===== src/rtl/pipe3_datapath.sv =====
// Three-stage (fetch / execute / writeback) datapath with W-to-E forwarding,
// external stall, single-bubble flush on a taken branch and valid tracking.
module pipe3_datapath #(
  parameter int unsigned XLEN     = 19,
  parameter int unsigned PC_STEP  = 4,
  parameter int unsigned RESET_PC = 0
) (
  input  logic            clk,
  input  logic            reset,
  output logic [XLEN-1:0] pc,
  input  logic [XLEN-1:0] instr,
  output logic [XLEN-1:0] instr_e,
  output logic            valid_e,
  input  logic [XLEN-1:0] immext_e,
  input  logic [1:0]      resultsrc,
  input  logic            pcsrc,
  input  logic            alusrc,
  input  logic            regwrite,
  input  logic            memwrite,
  input  logic [3:0]      alucontrol,
  input  logic            stall,
  output logic            zero,
  output logic [XLEN-1:0] aluresult,
  output logic [XLEN-1:0] writedata,
  output logic            memwrite_o,
  input  logic [XLEN-1:0] readdata
);
  localparam int unsigned NREG = 8;
  localparam int unsigned RW   = 3;
  localparam int unsigned SHW  = 5;
  localparam logic [XLEN-1:0] STEP   = XLEN'(PC_STEP);
  localparam logic [XLEN-1:0] PC_RST = XLEN'(RESET_PC);

  logic [XLEN-1:0] pc_e;
  logic [XLEN-1:0] rf [NREG];
  logic            valid_w;
  logic            regwrite_w;
  logic [RW-1:0]   rd_w;
  logic [XLEN-1:0] result_w;

  logic [RW-1:0]   rs1;
  logic [RW-1:0]   rs2;
  logic [RW-1:0]   rd;
  logic [XLEN-1:0] srca;
  logic [XLEN-1:0] srcb;
  logic [XLEN-1:0] result_e;
  logic [XLEN-1:0] pcnext;
  logic            taken;

  assign rs1   = instr_e[10:8];
  assign rs2   = instr_e[13:11];
  assign rd    = instr_e[7:5];
  assign taken = pcsrc & valid_e;

  assign pcnext = taken ? (pc_e + immext_e) : (pc + STEP);

  // Fetch / execute boundary: stall freezes, taken branch squashes the fetched slot.
  always_ff @(posedge clk or negedge reset) begin
    if (!reset) begin
      pc      <= PC_RST;
      instr_e <= '0;
      pc_e    <= '0;
      valid_e <= 1'b0;
    end else if (!stall) begin
      pc <= pcnext;
      if (taken) begin
        instr_e <= '0;
        valid_e <= 1'b0;
      end else begin
        instr_e <= instr;
        pc_e    <= pc;
        valid_e <= 1'b1;
      end
    end
  end

  // Operand read with bypass from the instruction currently in W.
  always_comb begin
    srca      = (rs1 == '0) ? '0 : rf[rs1];
    writedata = (rs2 == '0) ? '0 : rf[rs2];
    if (regwrite_w && valid_w && (rd_w == rs1) && (rs1 != '0)) srca = result_w;
    if (regwrite_w && valid_w && (rd_w == rs2) && (rs2 != '0)) writedata = result_w;
    srcb = alusrc ? immext_e : writedata;
  end

  // ALU: 0 add, 1 sub, 2 and, 3 or, 4 xor, 5 slt (signed), 6 sll, 7 srl; others add.
  always_comb begin
    aluresult = srca + srcb;
    case (alucontrol)
      4'd1:    aluresult = srca - srcb;
      4'd2:    aluresult = srca & srcb;
      4'd3:    aluresult = srca | srcb;
      4'd4:    aluresult = srca ^ srcb;
      4'd5:    aluresult = XLEN'($signed(srca) < $signed(srcb));
      4'd6:    aluresult = srca << srcb[SHW-1:0];
      4'd7:    aluresult = srca >> srcb[SHW-1:0];
      default: aluresult = srca + srcb;
    endcase
  end

  assign zero       = (aluresult == '0);
  assign memwrite_o = memwrite & valid_e;

  always_comb begin
    result_e = aluresult;
    case (resultsrc)
      2'b01:   result_e = readdata;
      2'b10:   result_e = pc_e + STEP;
      default: result_e = aluresult;
    endcase
  end

  // Execute / writeback boundary: a stalled E instruction enters W as a bubble.
  always_ff @(posedge clk or negedge reset) begin
    if (!reset) begin
      valid_w    <= 1'b0;
      regwrite_w <= 1'b0;
      rd_w       <= '0;
      result_w   <= '0;
    end else begin
      valid_w    <= valid_e & ~stall;
      regwrite_w <= regwrite & valid_e & ~stall;
      rd_w       <= rd;
      result_w   <= result_e;
    end
  end

  always_ff @(posedge clk or negedge reset) begin
    if (!reset) begin
      for (int i = 0; i < int'(NREG); i++) rf[i] <= '0;
    end else if (regwrite_w && (rd_w != '0)) begin
      rf[rd_w] <= result_w;
    end
  end
endmodule


===== config.mk =====
export PLATFORM = sky130hd
export DESIGN_NAME = pipe3_datapath
export DESIGN_NICKNAME = d
export VERILOG_FILES = /design/src/rtl/pipe3_datapath.sv
export SDC_FILE = /design/constraint.sdc
export NUM_CORES = 1
export LEC_CHECK = 0
export CORE_MARGIN = 1
export CORE_UTILIZATION = 45
export DETAILED_ROUTE_END_ITERATION = 6
export PLACE_DENSITY_LB_ADDON = 0.12
export SLEW_MARGIN = 5
export SYNTH_ARGS = -nofsm -noshare
export SYNTH_HDL_FRONTEND = slang
export SYNTH_SLANG_ARGS = --single-unit

===== constraint.sdc =====
create_clock -name clk -period 8.09 [get_ports clk]
set_clock_uncertainty 0.2 [all_clocks]
set_input_delay 1.2135 -clock clk [delete_from_list [all_inputs] [get_ports clk]]
set_output_delay 1.2135 -clock clk [all_outputs]
set_load 0.01 [all_outputs]

# After elaboration in Yosys (flattened, before gate mapping)
# Cells that the tools add are included.
[word_totals]
output_inout_bits = 79
ff_bits = 234
elab_cells = 85
inputBits = 70
[classes]
mux = 19
shift = 2
n_addsub = 5
eq_ne = 11
magnitude_cmp = 5
bitwise_logic = 13
n_reduce_logical = 14
[op_table]
columns = ["operator", "count"]
rows = [
  ["two-way mux 19 bit", 12],
  ["bitwise mux 152 bit", 1],
  ["one-hot mux 19 bit (7 select lines)", 1],
  ["binary-select mux 19 bit (select 3 bit)", 2],
  ["demux 19 bit (select 3 bit)", 1],
  ["adder 19 bit", 2],
  ["adder 19 x 3 -> 19 bit, second input constant", 2],
  ["one-hot mux 19 bit (2 select lines)", 1],
  ["bitwise AND 19 bit", 1],
  ["logical NOT 19 bit", 1],
  ["less-than comparator 19 bit", 1],
  ["bitwise OR 19 bit", 1],
  ["<< shifter 19 x 5 -> 19 bit", 1],
  ["right shift 19 x 5 -> 19 bit", 1],
  ["subtractor 19 bit", 1],
  ["bitwise XOR 19 bit", 1],
  ["equality test 4 x 3 -> 1 bit, second input constant", 4],
  ["greater-or-equal comparator 4 bit, second input constant", 3],
  ["inverter 3 -> 4 bit", 3],
  ["nonzero test 3 bit", 3],
  ["equality test 4 x 2 -> 1 bit, second input constant", 2],
  ["logical AND 1 bit", 7],
  ["equality test 3 bit", 2],
  ["logical NOT 3 bit", 2],
  ["8 further kinds", 13],
]

# Logic depth before layout (Yosys ltp)
# Gate-level depths: netlist of run 1.
[depth]
word_depth = 10
mapped_depth = 25
depth_no_buf = 20

# Worst setup path before layout of run 1
# Ideal clock, no wire load.
[synth_timing]
path_type = "register -> output"
from = "register instr_e[11]"
to = "output port zero"
n_path_buf = 5
required_ns = 6.676
path_stages_with_launch = 23
t_arrival_ns = 6.172
path_slack_ns = 0.504
cell_sequence = "dfrtp_1 -> buf_4 -> clkbuf_1 -> buf_1 -> clkbuf_1 -> mux4_2 -> mux2i_1 -> o21ai_0 -> mux2i_1 -> ha_1 -> clkbuf_1 -> or2_2 -> a2111oi_0 -> o31a_1 -> o2111ai_1 -> a21oi_1 -> o21a_1 -> o21a_1 -> nor3_1 -> a211o_1 -> a211o_1 -> or3_1 -> nor4_2"
[synth_via]
elab_chain_len = 10
elab_cells_between_ends = 22
cone_classes = "add/sub: 2; order compare: 1; eq/ne: 1; shift: 2; mux: 7; bitwise: 4; reduce/logical: 5"
[synth_rtl]
columns = ["item", "line_no", "source"]
rows = [
  ["start: declaration", "12", "output logic [XLEN-1:0] instr_e,"],
  ["start signal: assignment", "70", "instr_e <= instr;"],
  ["inverter 3 -> 4 bit (not written as such)", "80", "writedata = (rs2 == '0) ? '0 : rf[rs2];"],
  ["binary-select mux 19 bit (select 3 bit)", "80", ""],
  ["two-way mux 19 bit (not written as such) (2 in series)", "80", ""],
  ["two-way mux 19 bit", "80", ""],
  ["two-way mux 19 bit (*)", "82", "if (regwrite_w && valid_w && (rd_w == rs2) && (rs2 != '0)) writedata = result_w;"],
  ["via writedata[6]", "24", "output logic [XLEN-1:0] writedata,"],
  ["two-way mux 19 bit (*)", "83", "srcb = alusrc ? immext_e : writedata;"],
  ["adder 19 bit or subtractor 19 bit (tied branches)", "97, 90", ""],
  ["one-hot mux 19 bit (7 select lines) (*)", "89", "case (alucontrol)"],
  ["via aluresult[16]", "23", "output logic [XLEN-1:0] aluresult,"],
  ["logical NOT 19 bit (*)", "101", "assign zero = (aluresult == '0);"],
  ["end: declaration", "22", "output logic zero,"],
]
# The timed path passes the listed nets; every way through them passes the cells marked *. The select of a mux whose other input is x is not followed.

# Worst setup path in the final report of run 1
[layout_timing]
from = "register instr_e[11]"
to = "output port aluresult[0]"
[layout_via]
elab_chain_len = 9
elab_cells_between_ends = 21
cone_classes = "add/sub: 2; order compare: 1; eq/ne: 1; shift: 2; mux: 7; bitwise: 4; reduce/logical: 4"
[layout_rtl]
columns = ["item", "line_no", "source"]
rows = [
  ["inverter 3 -> 4 bit (not written as such)", "80", ""],
  ["binary-select mux 19 bit (select 3 bit)", "80", ""],
  ["two-way mux 19 bit (not written as such) (2 in series)", "80", ""],
  ["two-way mux 19 bit", "80", ""],
  ["two-way mux 19 bit (*)", "82", ""],
  ["two-way mux 19 bit (*)", "83", ""],
  ["adder 19 bit (tied with other cells)", "97", "default: aluresult = srca + srcb;"],
  ["one-hot mux 19 bit (7 select lines) (*)", "89", ""],
  ["end: declaration", "23", ""],
]
# Mark *: on every way between the ends. The rest lies on a longest branch, timed or not. The select of a mux whose other input is x is not followed.

==> out/results.ini, run 1 <==
[clocking]
cts_buffer_depth = 3
htree_levels = 1
cts_sinks = 234
root_buffer = clkbuf_16
cts_inserted_buffers = 26
cts_tree = done
clkLatencyLatePin_ns = 0.55
cts.clk_slew.worst_paths_ns = 0.06

[synth]
ys_async_sr_fraction_pct = 100.0
syn_nets = 1991
seq_area_frac_synth_pct = 32.81
synth-seq-cells = 234
synth.avg_cell_area_sq_um = 9.709
netlist_top_cells_area = dfrtp_1, mux4_2, mux2_2
synth_top_area_share_pct = 32.81
ys_types = 84
ys_warn_count = 0
syn_area_sq_um = 17850
ys.flop_type = dfrtp_1
synthCells = 1838
yosys.area.top_type = dfrtp_1
synth_edf_count = 0

[global_routing]
grt_max_degree = 120
overflow = 0
grt_first_pass_wirelength_um = 101500
grt_pass1_vias = 15780
antenna_found_initial = 1
grt_usage_pct = 33.05

[cells_and_area]
syn_to_final_growth_pct = 19.53
insertedDiodeCount = 0
multiInputGateArea_sq_um = 11200
fill_cells = 3497
layout_common_cells = dfrtp_1, nand2_1, clkdlybuf4s50_1, mux2_2, buf_4
regArea_sq_um = 5868
fin_nets = 2136
final_common_cell = dfrtp_1
finalNonFillerCells = 2520
fin_area_sq_um = 21330
layout-drive-gt1-share_pct = 22.13

[pwr]
powerDensity_nw_per_um2 = 260.3
switching_power_mw = 2.189
p_leak_nw = 9.376
switching_share_pct = 39.42
ir_drop_uv = 209.4
intPower_mw = 3.364
p_seq_share_pct = 32.9
p_comb_share_pct = 45.4
power_frac_clock_pct = 21.7

[critical_path]
r2r_cells = 18
reg2reg_slack_ns = 2.33
r2r-start = instr_e[11]$_DFFE_PN0N_
reg2reg_to = result_w[0]$_DFF_PN0_
path_max_fanout = 11
required_ns = 6.68
worst_setup_path_end_kind = output pin
startpoint_type = flip-flop
worstPathArrival_ns = 6.25
critPathKind = reg -> out

[timing]
relSlewSlack_pct = 35.75
max_clock_freq_mhz = 130.5
post-route-min-period_ns = 7.664
final.setup.tns_ns = 0
tightest_slew_ns = 0.9565
period_share_pct = 94.73
rsz0062_at_grt = false
slew_violations = 0
final_hold_viol_count = 0
setup_viol = 0

[routing]
wl_per_cell_um = 26.50
dr.pass1.iters = 5
drt_iter0_drc = 1575
postRouteAntennaNets = 0
vias_per_cell = 6.328
vias = 15950
remaining_drc_errors = 0
routed_wl_um = 66780

[place]
gp_congestion = 0.9853
dp_cells = 2463
dpl.hpwl_um = 51010
dpl-instance-area_sq_um = 20300
port_buffers = 148

[floorplanning]
dieHeight_um = 201.1
core_area_sq_um = 38920
row_count = 72
start_util_pct = 45.86
die_x_um = 201.1
pin_count = 149
die-area_sq_um = 40460

[min_path]
hp-class = reg -> reg
min_from = rf[134]$_DFFE_PN0P_
hold_path_end = rf[134]$_DFFE_PN0P_
hold_path_depth = 0

[run_status]
outcome = completed

[flow_run]
cap_violations = 0

[power by group through the flow]
stage	Clock, mW	Sequential [mW]	Combinational [mW]
after detailed placement	0	1.83	2.45
final	1.20	1.83	2.52
after CTS	1.22	1.82	2.47
after global placement	0	1.82	2.44
after global routing	1.27	1.87	2.71
after floorplan	0	1.71	1.56
[critical path: stages (launching register included)]
cell,delay (ns)
dfrtp_4,0.54
xor2_1,0.28
nor3_2,0.09
a21bo_2,0.22
o31ai_2,0.12
buf_4,0.21
o21ai_0,0.70
mux2i_2,0.25
ha_1,0.44
a21o_1,0.22
or3_1,0.37
a21oi_1,0.18
or2_2,0.15
a31oi_1,0.14
a2111oi_0,0.65
o2111ai_1,0.19
and3_1,0.19
buf_4,0.15
inv_1,0.05
clkdlybuf4s50_1,0.53
[cell type report]
class	count	area share, %
clock buffer	41	3.836
clock inverter	6	0.2581
inverter	83	1.472
multi-input combinational	1366	52.50
sequential	234	27.51
tap	518	3.038
timing repair buffer	272	11.39
[kinds of logic (layout without fill, tap and decap cells)]
family          Yosys count  count (layout)  synth area share (%)
compound gates          470             470                 18.01
simple gates            458             458                 11.88
mux                     310             310                 23.83
buf+inv                 238             402                 5.314
flops                   234             234                 32.81
fa+ha+maj                83              83                 5.945
xor+xnor                 45              45                 2.209
[Yosys cell counts (9+ instances only)]
master / count
dfrtp_1: 234
nand2_1: 195
mux2_2: 140
clkbuf_1: 111
o21ai_0: 104
nor2_1: 91
a21oi_1: 90
mux2i_1: 90
ha_1: 80
inv_1: 80
mux4_2: 76
nand3_1: 43
nor3_1: 33
a21o_1: 32
xnor2_1: 30
a22oi_1: 27
a211oi_1: 22
buf_1: 21
buf_2: 18
o211ai_1: 18
o22ai_1: 18
a221oi_1: 17
a31oi_1: 15
o221ai_1: 15
xor2_1: 15
and3_1: 14
or3_1: 13
or2_2: 12
nand4_1: 9
nor2b_1: 9
o21a_1: 9
o21bai_1: 9
o2bb2ai_1: 9
[state kept, by name (all words and copies together) (netlist names)]
signal and count:
rf 152, valid_e 1, regwrite_w 1, pc_e 19, pc 19, rd_w 3, instr_e 19, result_w 19
valid_w 1
[worst max path at each step]
| stage | from | to | slack [ns] | cells past startpoint |
|---|---|---|---|---|
| finish | instr_e[11]$_DFFE_PN0N_ | aluresult[0] | 0.43 | 19 |
| global route | instr_e[11]$_DFFE_PN0N_ | aluresult[0] | 0.12 | 19 |
| CTS | instr_e[11]$_DFFE_PN0N_ | zero | 0.03 | 22 |
| detailed placement | alusrc | zero | 0.23 | 18 |
| global placement | alusrc | zero | 0.29 | 18 |
| floorplan | instr_e[11]$_DFFE_PN0N_ | zero | 0.50 | 22 |
[per-stage QoR]
step	utilization [%]	hold slack, ns	total power, mW	setup slack, ns
6_report	54.81	0.1803	5.553	0.4261
5_1_grt	54.81	0.1897	5.848	0.1234
4_1_cts	54.44	0.1792	5.510	0.03108
3_5_place_dp	52.17	0.1645	4.285	0.2306
3_3_place_gp	52.17	0.1633	4.262	0.2918
2_1_floorplan	-	0.2246	3.269	0.5042
[routing by layer]
| metal | global-route usage (%) | share of wire [%] | routed length [um] |
|---|---|---|---|
| met5 | 0 | 0 | 0 |
| met1 | 46.56 | 44 | 29320 |
| met2 | 50.27 | 44 | 29550 |
| met3 | 6.041 | 7.3 | 4899 |
| met4 | 13.11 | 4.5 | 3011 |
[repair_timing]
action | CTS | global route
resized for setup | 2 | 25
hold buffers | 0 | 0
endpoints found under the setup margin | 1 | 2
gates cloned | 0 | 0
buffers inserted | 0 | 10
pin swaps | 0 | 2
(Power assumes the default switching activity.)
==> run 2: changes to the inputs <==
--- a/config.mk
+++ b/config.mk
@@ -8,6 +8,7 @@
 export CORE_MARGIN = 1
 export CORE_UTILIZATION = 45
 export DETAILED_ROUTE_END_ITERATION = 6
+export MAX_ROUTING_LAYER = met4
 export PLACE_DENSITY_LB_ADDON = 0.12
 export SLEW_MARGIN = 5
 export SYNTH_ARGS = -nofsm -noshare
==> out/results.ini, run 2 (synthesized netlist as in run 1, its figures left out) <==
[critical_path]
path_max_fanout = 15  ; was 11
worst_path_most_repeated_cell = buf_4  ; unchanged
worst_setup_path_end_kind = output pin  ; unchanged
critPathMaxStageDelay_ns = 0.66  ; was 0.70 ns
reg2reg_slack_ns = 2.26  ; was 2.33 ns
r2r-start = instr_e[12]$_DFFE_PN0N_  ; was instr_e[11]$_DFFE_PN0N_
r2r_cells = 19  ; was 18
endpoint = aluresult[0]  ; unchanged
startpoint_type = flip-flop  ; unchanged
startpoint = instr_e[12]$_DFFE_PN0N_  ; was instr_e[11]$_DFFE_PN0N_
worstPathArrival_ns = 6.33  ; was 6.25 ns
path_delay_family = compound AO/OA/AOI/OAI gates  ; unchanged
reg2reg_to = result_w[0]$_DFF_PN0_  ; unchanged
crit_buf_inv = 5  ; was 4
required_ns = 6.68  ; about the same
worstPathCellList = xor2_1 -> nor3_2 -> buf_4 -> and2_1 -> buf_4 -> nand2_1 -> o21ai_1 -> mux2i_1 -> ha_1 -> or2_2 -> a21o_1 -> nand4_1 -> a311o_1 -> a31oi_1 -> a2111oi_1 -> o2111ai_1 -> and3_1 -> buf_4 -> inv_1 -> clkdlybuf4s50_1  ; was xor2_1 -> nor3_2 -> a21bo_2 -> o31ai_2 -> buf_4 -> o21ai_0 -> mux2i_2 -> ha_1 -> a21o_1 -> or3_1 -> a21oi_1 -> or2_2 -> a31oi_1 -> a2111oi_0 -> o2111ai_1 -> and3_1 -> buf_4 -> inv_1 -> clkdlybuf4s50_1
critPathKind = reg -> out  ; unchanged
slowest_stage = a2111oi_1  ; was o21ai_0
cp.depth = 20  ; was 19

[pwr]
powerDensity_nw_per_um2 = 263.2  ; was 260.3 nW/um^2
intPower_mw = 3.421  ; was 3.364 mW
switching_share_pct = 39.30  ; was 39.42%
total_power_mw = 5.636  ; was 5.553 mW
power_frac_clock_pct = 22.7  ; was 21.7%
ir_drop_uv = 201.3  ; was 209.4 uV
p_leak_nw = 9.428  ; was 9.376 nW
p_seq_share_pct = 32.4  ; was 32.9%
p_comb_share_pct = 44.9  ; was 45.4%
switching_power_mw = 2.215  ; was 2.189 mW

[cells_and_area]
layout_common_cells = dfrtp_1, nand2_1, clkdlybuf4s50_1, mux2_2, buf_4  ; unchanged
regMostFlops = rf  ; unchanged
syn_to_final_growth_pct = 20.02  ; was 19.53%
fill_cells = 3537  ; was 3497
layout-drive-gt1-share_pct = 22.03  ; was 22.13%
finalNonFillerCells = 2520  ; unchanged
final_common_cell = dfrtp_1  ; unchanged
largest_register_ffs = 152  ; unchanged
fin_nets = 2137  ; was 2136
insertedDiodeCount = 0  ; unchanged

[floorplanning]
dieHeight_um = 201.1  ; unchanged
die-area_sq_um = 40460  ; unchanged
row_count = 72  ; unchanged
start_util_pct = 45.86  ; unchanged
pin_count = 149  ; unchanged
core_area_sq_um = 38920  ; unchanged
die_x_um = 201.1  ; unchanged

[place]
port_buffers = 148  ; unchanged
dpl.hpwl_um = 50320  ; was 51010 um
gp_congestion = 1.027  ; was 0.9853
dp_cells = 2460  ; was 2463

[routing]
dr.pass1.iters = 7  ; was 5
postRouteAntennaNets = 0  ; unchanged
drt_iter0_drc = 1756  ; was 1575
vias = 16120  ; was 15950
remaining_drc_errors = 0  ; unchanged
routed_wl_um = 67050  ; was 66780 um
wl_per_cell_um = 26.61  ; was 26.50 um
vias_per_cell = 6.395  ; was 6.328

[timing]
final.setup.tns_ns = 0  ; unchanged
tightest_slew_ns = 0.9995  ; was 0.9565 ns
post-route-min-period_ns = 7.746  ; was 7.664 ns
relSlewSlack_pct = 33.00  ; was 35.75%
max_clock_freq_mhz = 129.1  ; was 130.5 MHz
rsz0062_at_grt = false  ; unchanged
period_share_pct = 95.74  ; was 94.73%
slew_violations = 0  ; unchanged
setup_viol = 0  ; unchanged
final_hold_viol_count = 0  ; unchanged

[clocking]
htree_levels = 1  ; unchanged
cts_sinks = 234  ; unchanged
clkLatencyLatePin_ns = 0.57  ; was 0.55 ns
cts_buffer_depth = 3  ; unchanged
cts_inserted_buffers = 28  ; was 26
cts.clk_slew.worst_paths_ns = 0.06  ; about the same
root_buffer = clkbuf_16  ; unchanged
cts_tree = done  ; unchanged
hold_buffers = 0  ; unchanged

[global_routing]
grt_max_degree = 163  ; was 120
grt_first_pass_wirelength_um = 101400  ; was 101500 um
grt_usage_pct = 34.10  ; was 33.05%
grt_pass1_vias = 15910  ; was 15780
overflow = 0  ; unchanged
antenna_found_initial = 0  ; was 1

[min_path]
hp-class = reg -> reg  ; unchanged

[run_status]
outcome = completed  ; unchanged

[flow_run]
cap_violations = 0  ; unchanged

==> run 2: worst min path at each step <==
stage | start | end | slack (ns) | depth (start not counted)
final | rf[133]$_DFFE_PN0P_ | rf[133]$_DFFE_PN0P_ | 0.17 | 0
after global routing | rf[133]$_DFFE_PN0P_ | rf[133]$_DFFE_PN0P_ | 0.18 | 0
after CTS | rf[133]$_DFFE_PN0P_ | rf[133]$_DFFE_PN0P_ | 0.18 | 0
after detailed placement | rf[135]$_DFFE_PN0P_ | rf[135]$_DFFE_PN0P_ | 0.16 | 0
after global placement | rf[135]$_DFFE_PN0P_ | rf[135]$_DFFE_PN0P_ | 0.17 | 0
after floorplan | rf[133]$_DFFE_PN0P_ | rf[133]$_DFFE_PN0P_ | 0.22 | 1
==> run 2: cell type report <==
| type | instances | area [sq um] | share of cell area (%) |
|---|---|---|---|
| Multi-Input combinational cell | 1366 | 11180 | 52.20 |
| Tap cell | 518 | 648.1 | 3.026 |
| Inverter | 83 | 314.1 | 1.466 |
| Clock buffer | 35 | 777.0 | 3.628 |
| Clock inverter | 13 | 157.7 | 0.7361 |
| Timing Repair Buffer | 271 | 2474 | 11.55 |
| Sequential cell | 234 | 5868 | 27.40 |
==> run 2: stage by stage <==
| step | setup WS (ns) | util [%] | hold WS (ns) | instance area (sq um) |
|---|---|---|---|---|
| 2_1_floorplan | 0.5042 | - | 0.2246 | 17850 |
| 3_3_place_gp | 0.3445 | 52.15 | 0.1670 | 20290 |
| 3_5_place_dp | 0.2317 | 52.15 | 0.1635 | 20290 |
| 4_1_cts | 0.01312 | 54.72 | 0.1752 | 21300 |
| 5_1_grt | 0.1728 | 55.03 | 0.1835 | 21420 |
| 6_report | 0.3444 | 55.03 | 0.1703 | 21420 |
==> run 2: layer usage <==
metal	part of all wire, %	up-vias	track usage, %
li1	-	7124	-
met1	45	8084	47.62
met2	44	777	50.68
met3	7.3	130	4.665
met4	4.0	0	12.02
met5	0	-	-
==> run 2: power by group through the flow <==
stage | sequential (mW) | combinational (mW) | clock (mW)
global route | 1.87 | 2.71 | 1.36
global placement | 1.82 | 2.44 | 0
floorplan | 1.71 | 1.56 | 0
CTS | 1.82 | 2.48 | 1.30
finish | 1.82 | 2.53 | 1.28
detailed placement | 1.83 | 2.45 | 0
==> run 2: what timing repair did <==
action	4_1_cts	5_1_grt
gates cloned	1	1
pin swaps	0	2
gates resized for setup	5	16
setup endpoints to repair	2	2
setup buffers	4	6
==> run 3: changes to the inputs <==
==> constraint.sdc (replaced) <==
create_clock -name clk -period 9 [get_ports clk]
set_clock_uncertainty 0.2 [all_clocks]
set_input_delay 1.35 -clock clk [delete_from_list [all_inputs] [get_ports clk]]
set_output_delay 1.35 -clock clk [all_outputs]
set_load 0.01 [all_outputs]
==> out/results.ini, run 3 (synthesized netlist as in run 1, its figures left out) <==
[timing]
final_hold_viol_count = 0  ; unchanged
post-route-min-period_ns = 8.605
setup_viol = 0  ; unchanged
relSlewSlack_pct = 18.59  ; was 33.00%
rsz0062_at_grt = false  ; unchanged
tightest_slew_ns = 1.212  ; was 0.9995 ns
max_clock_freq_mhz = 116.2
slew_violations = 0  ; unchanged
period_share_pct = 95.61
worst_slack_ns = 0.3953  ; was 0.3444 ns
final.setup.tns_ns = 0  ; unchanged

[routing]
wl_per_cell_um = 26.50  ; was 26.61 um
wl_met2_um = 29560  ; was 29580 um
dr_wl_met3_um = 5288  ; was 4927 um
vias_per_cell = 6.389  ; was 6.395
drt_iter0_drc = 1555  ; was 1756
dr.pass1.iters = 7  ; unchanged
remaining_drc_errors = 3  ; was 0
vias = 15740  ; was 16120
dr.max_layer_used = met4  ; unchanged
routed_wl_um = 65270  ; was 67050 um
drt-met1-wl_um = 28250  ; was 29840 um
postRouteAntennaNets = 0  ; unchanged

[place]
port_buffers = 148  ; unchanged
dp_cells = 2414  ; was 2460
dpl.hpwl_um = 48740  ; was 50320 um
gp_congestion = 1.036  ; was 1.027
dpl_worst_slack_ns = 0.4864  ; was 0.2317 ns

[global_routing]
grt_first_pass_wirelength_um = 98750  ; was 101400 um
grt_max_degree = 126  ; was 163
overflow = 0  ; unchanged
grt_pass1_vias = 15230  ; was 15910
antenna_found_initial = 0  ; unchanged
grt_usage_pct = 33.12  ; was 34.10%

[critical_path]
critPathKind = reg -> out  ; unchanged
worst_setup_path_end_kind = output pin  ; unchanged
path_max_fanout = 14  ; was 15
startpoint_type = flip-flop  ; unchanged
required_ns = 7.45  ; was 6.68 ns
worstPathArrival_ns = 7.05  ; was 6.33 ns

[cells_and_area]
regArea_sq_um = 5863  ; was 5868 sq um
regMostFlops = rf  ; unchanged
syn_to_final_growth_pct = 16.84  ; was 20.02%
fin_nets = 2078  ; was 2137
layout_common_cells = dfrtp_1, nand2_1, clkdlybuf4s50_1, mux2_2, o21ai_0  ; was dfrtp_1, nand2_1, clkdlybuf4s50_1, mux2_2, buf_4
insertedDiodeCount = 0  ; unchanged
multiInputGateArea_sq_um = 11130  ; was 11180 sq um
finalNonFillerCells = 2463  ; was 2520
layout-drive-gt1-share_pct = 18.87  ; was 22.03%
largest_register_ffs = 152  ; unchanged
final_common_cell = dfrtp_1  ; unchanged
fill_cells = 3520  ; was 3537

[clocking]
cts_inserted_buffers = 27  ; was 28
cts_tree = done  ; unchanged
htree_levels = 1  ; unchanged
root_buffer = clkbuf_16  ; unchanged
hold_buffers = 0  ; unchanged
clkLatencyLatePin_ns = 0.56  ; was 0.57 ns
cts_sinks = 234  ; unchanged
cts.clk_slew.worst_paths_ns = 0.07  ; was 0.06 ns
cts_buffer_depth = 3  ; unchanged
post-cts-setup-buffer-count = 0  ; was 4

[pwr]
p_leak_nw = 9.068  ; was 9.428 nW
switching_share_pct = 39.75  ; was 39.30%
ir_drop_uv = 183.9  ; was 201.3 uV
powerDensity_nw_per_um2 = 237.2  ; was 263.2 nW/um^2
power_frac_clock_pct = 22.7  ; about the same
p_seq_share_pct = 33.4  ; was 32.4%
intPower_mw = 2.980  ; was 3.421 mW
p_comb_share_pct = 43.9  ; was 44.9%
switching_power_mw = 1.966  ; was 2.215 mW

[floorplanning]
dieHeight_um = 201.1  ; unchanged
die-area_sq_um = 40460  ; unchanged
pin_count = 149  ; unchanged
row_count = 72  ; unchanged
die_x_um = 201.1  ; unchanged
core_area_sq_um = 38920  ; unchanged
start_util_pct = 45.86  ; unchanged

[run_status]
violations = design-rule violations
outcome = finished, violations left  ; was completed

[flow_run]
cap_violations = 0  ; unchanged

[min_path]
hp-class = reg -> reg  ; unchanged

## run 3: cell types whose count changed in the layout (fill, tap and decap cells not counted), sizes merged
cell,delta
buf,-56
bufbuf,-1
clkdlybuf4s15,-1
clkdlybuf4s50,+1
clkinv,-1
clkinvlp,+1
dlymetal6s2s,-1
inv,+1
## run 3: stage by stage
stage                     power [mW]  util, %  hold slack (ns)  cell area (sq um)
after floorplan                2.939        -           0.2246              17850
after global placement         3.768    51.25           0.1719              19940
after detailed placement       3.791    51.25           0.1645              19940
after CTS                      4.935    53.56           0.1781              20850
after global routing           5.204    53.58           0.1929              20850
final                          4.946    53.58           0.1742              20850
## run 3: power by group through the flow
stage	logic, mW	registers (mW)	clock network [mW]
finish	2.17	1.65	1.12
global route	2.33	1.69	1.18
CTS	2.15	1.65	1.14
detailed placement	2.13	1.66	0
global placement	2.12	1.65	0
floorplan	1.40	1.54	0
## run 3: layout make-up
type	count	area share [%]
multi-input cells	1366	53.36
flip-flops and latches	234	28.12
clock buffers	35	3.480
well taps	518	3.108
repair buffers	213	9.583
clock inverters	14	0.8401
inverters	83	1.506
## run 3: what timing repair did
item                       4_1_cts  5_1_grt
hold endpoints to repair         0        0
resized for setup                0        5
setup endpoints to repair        0        1
## run 3: final timing paths
check | start | endpoint | slack, ns | cells after the start
max in group asynchronous | reset | instr_e[9]$_DFFE_PN0N_ | 6.72 | 2
min in group asynchronous | reset | rf[76]$_DFFE_PN0P_ | 0.67 | 1
min | rf[133]$_DFFE_PN0P_ | rf[133]$_DFFE_PN0P_ | 0.17 | 0
max reg2reg | rd_w[0]$_DFF_PN0_ | result_w[0]$_DFF_PN0_ | 3.11 | 19
min reg2reg | rf[133]$_DFFE_PN0P_ | rf[133]$_DFFE_PN0P_ | 0.17 | 0
max | instr_e[12]$_DFFE_PN0N_ | zero | 0.40 | 20
## run 3: critical path, cell delays in order (launching register included)
cell             delay (ns)
dfrtp_2                0.64
nor2_1                 0.08
o21ai_1                0.49
and2_1                 0.55
nand2_1                0.10
o21ai_1                0.24
mux2i_1                0.22
ha_1                   0.50
or2_2                  0.35
a2111oi_0              0.40
o31a_1                 0.28
nor2_1                 0.09
a221o_1                0.34
o21ai_0                0.17
o211ai_1               0.14
a211oi_2               0.20
or3b_1                 0.40
nor4b_2                0.22
nand4b_1               0.23
nor4_2                 0.28
clkdlybuf4s50_1        0.57
## run 3: routing by layer
layer | vias up | track usage [%]
met3 | 109 | 5.637
met1 | 7861 | 45.44
met2 | 769 | 49.83
li1 | 6996 | -
met4 | 0 | 10.61
met5 | - | -
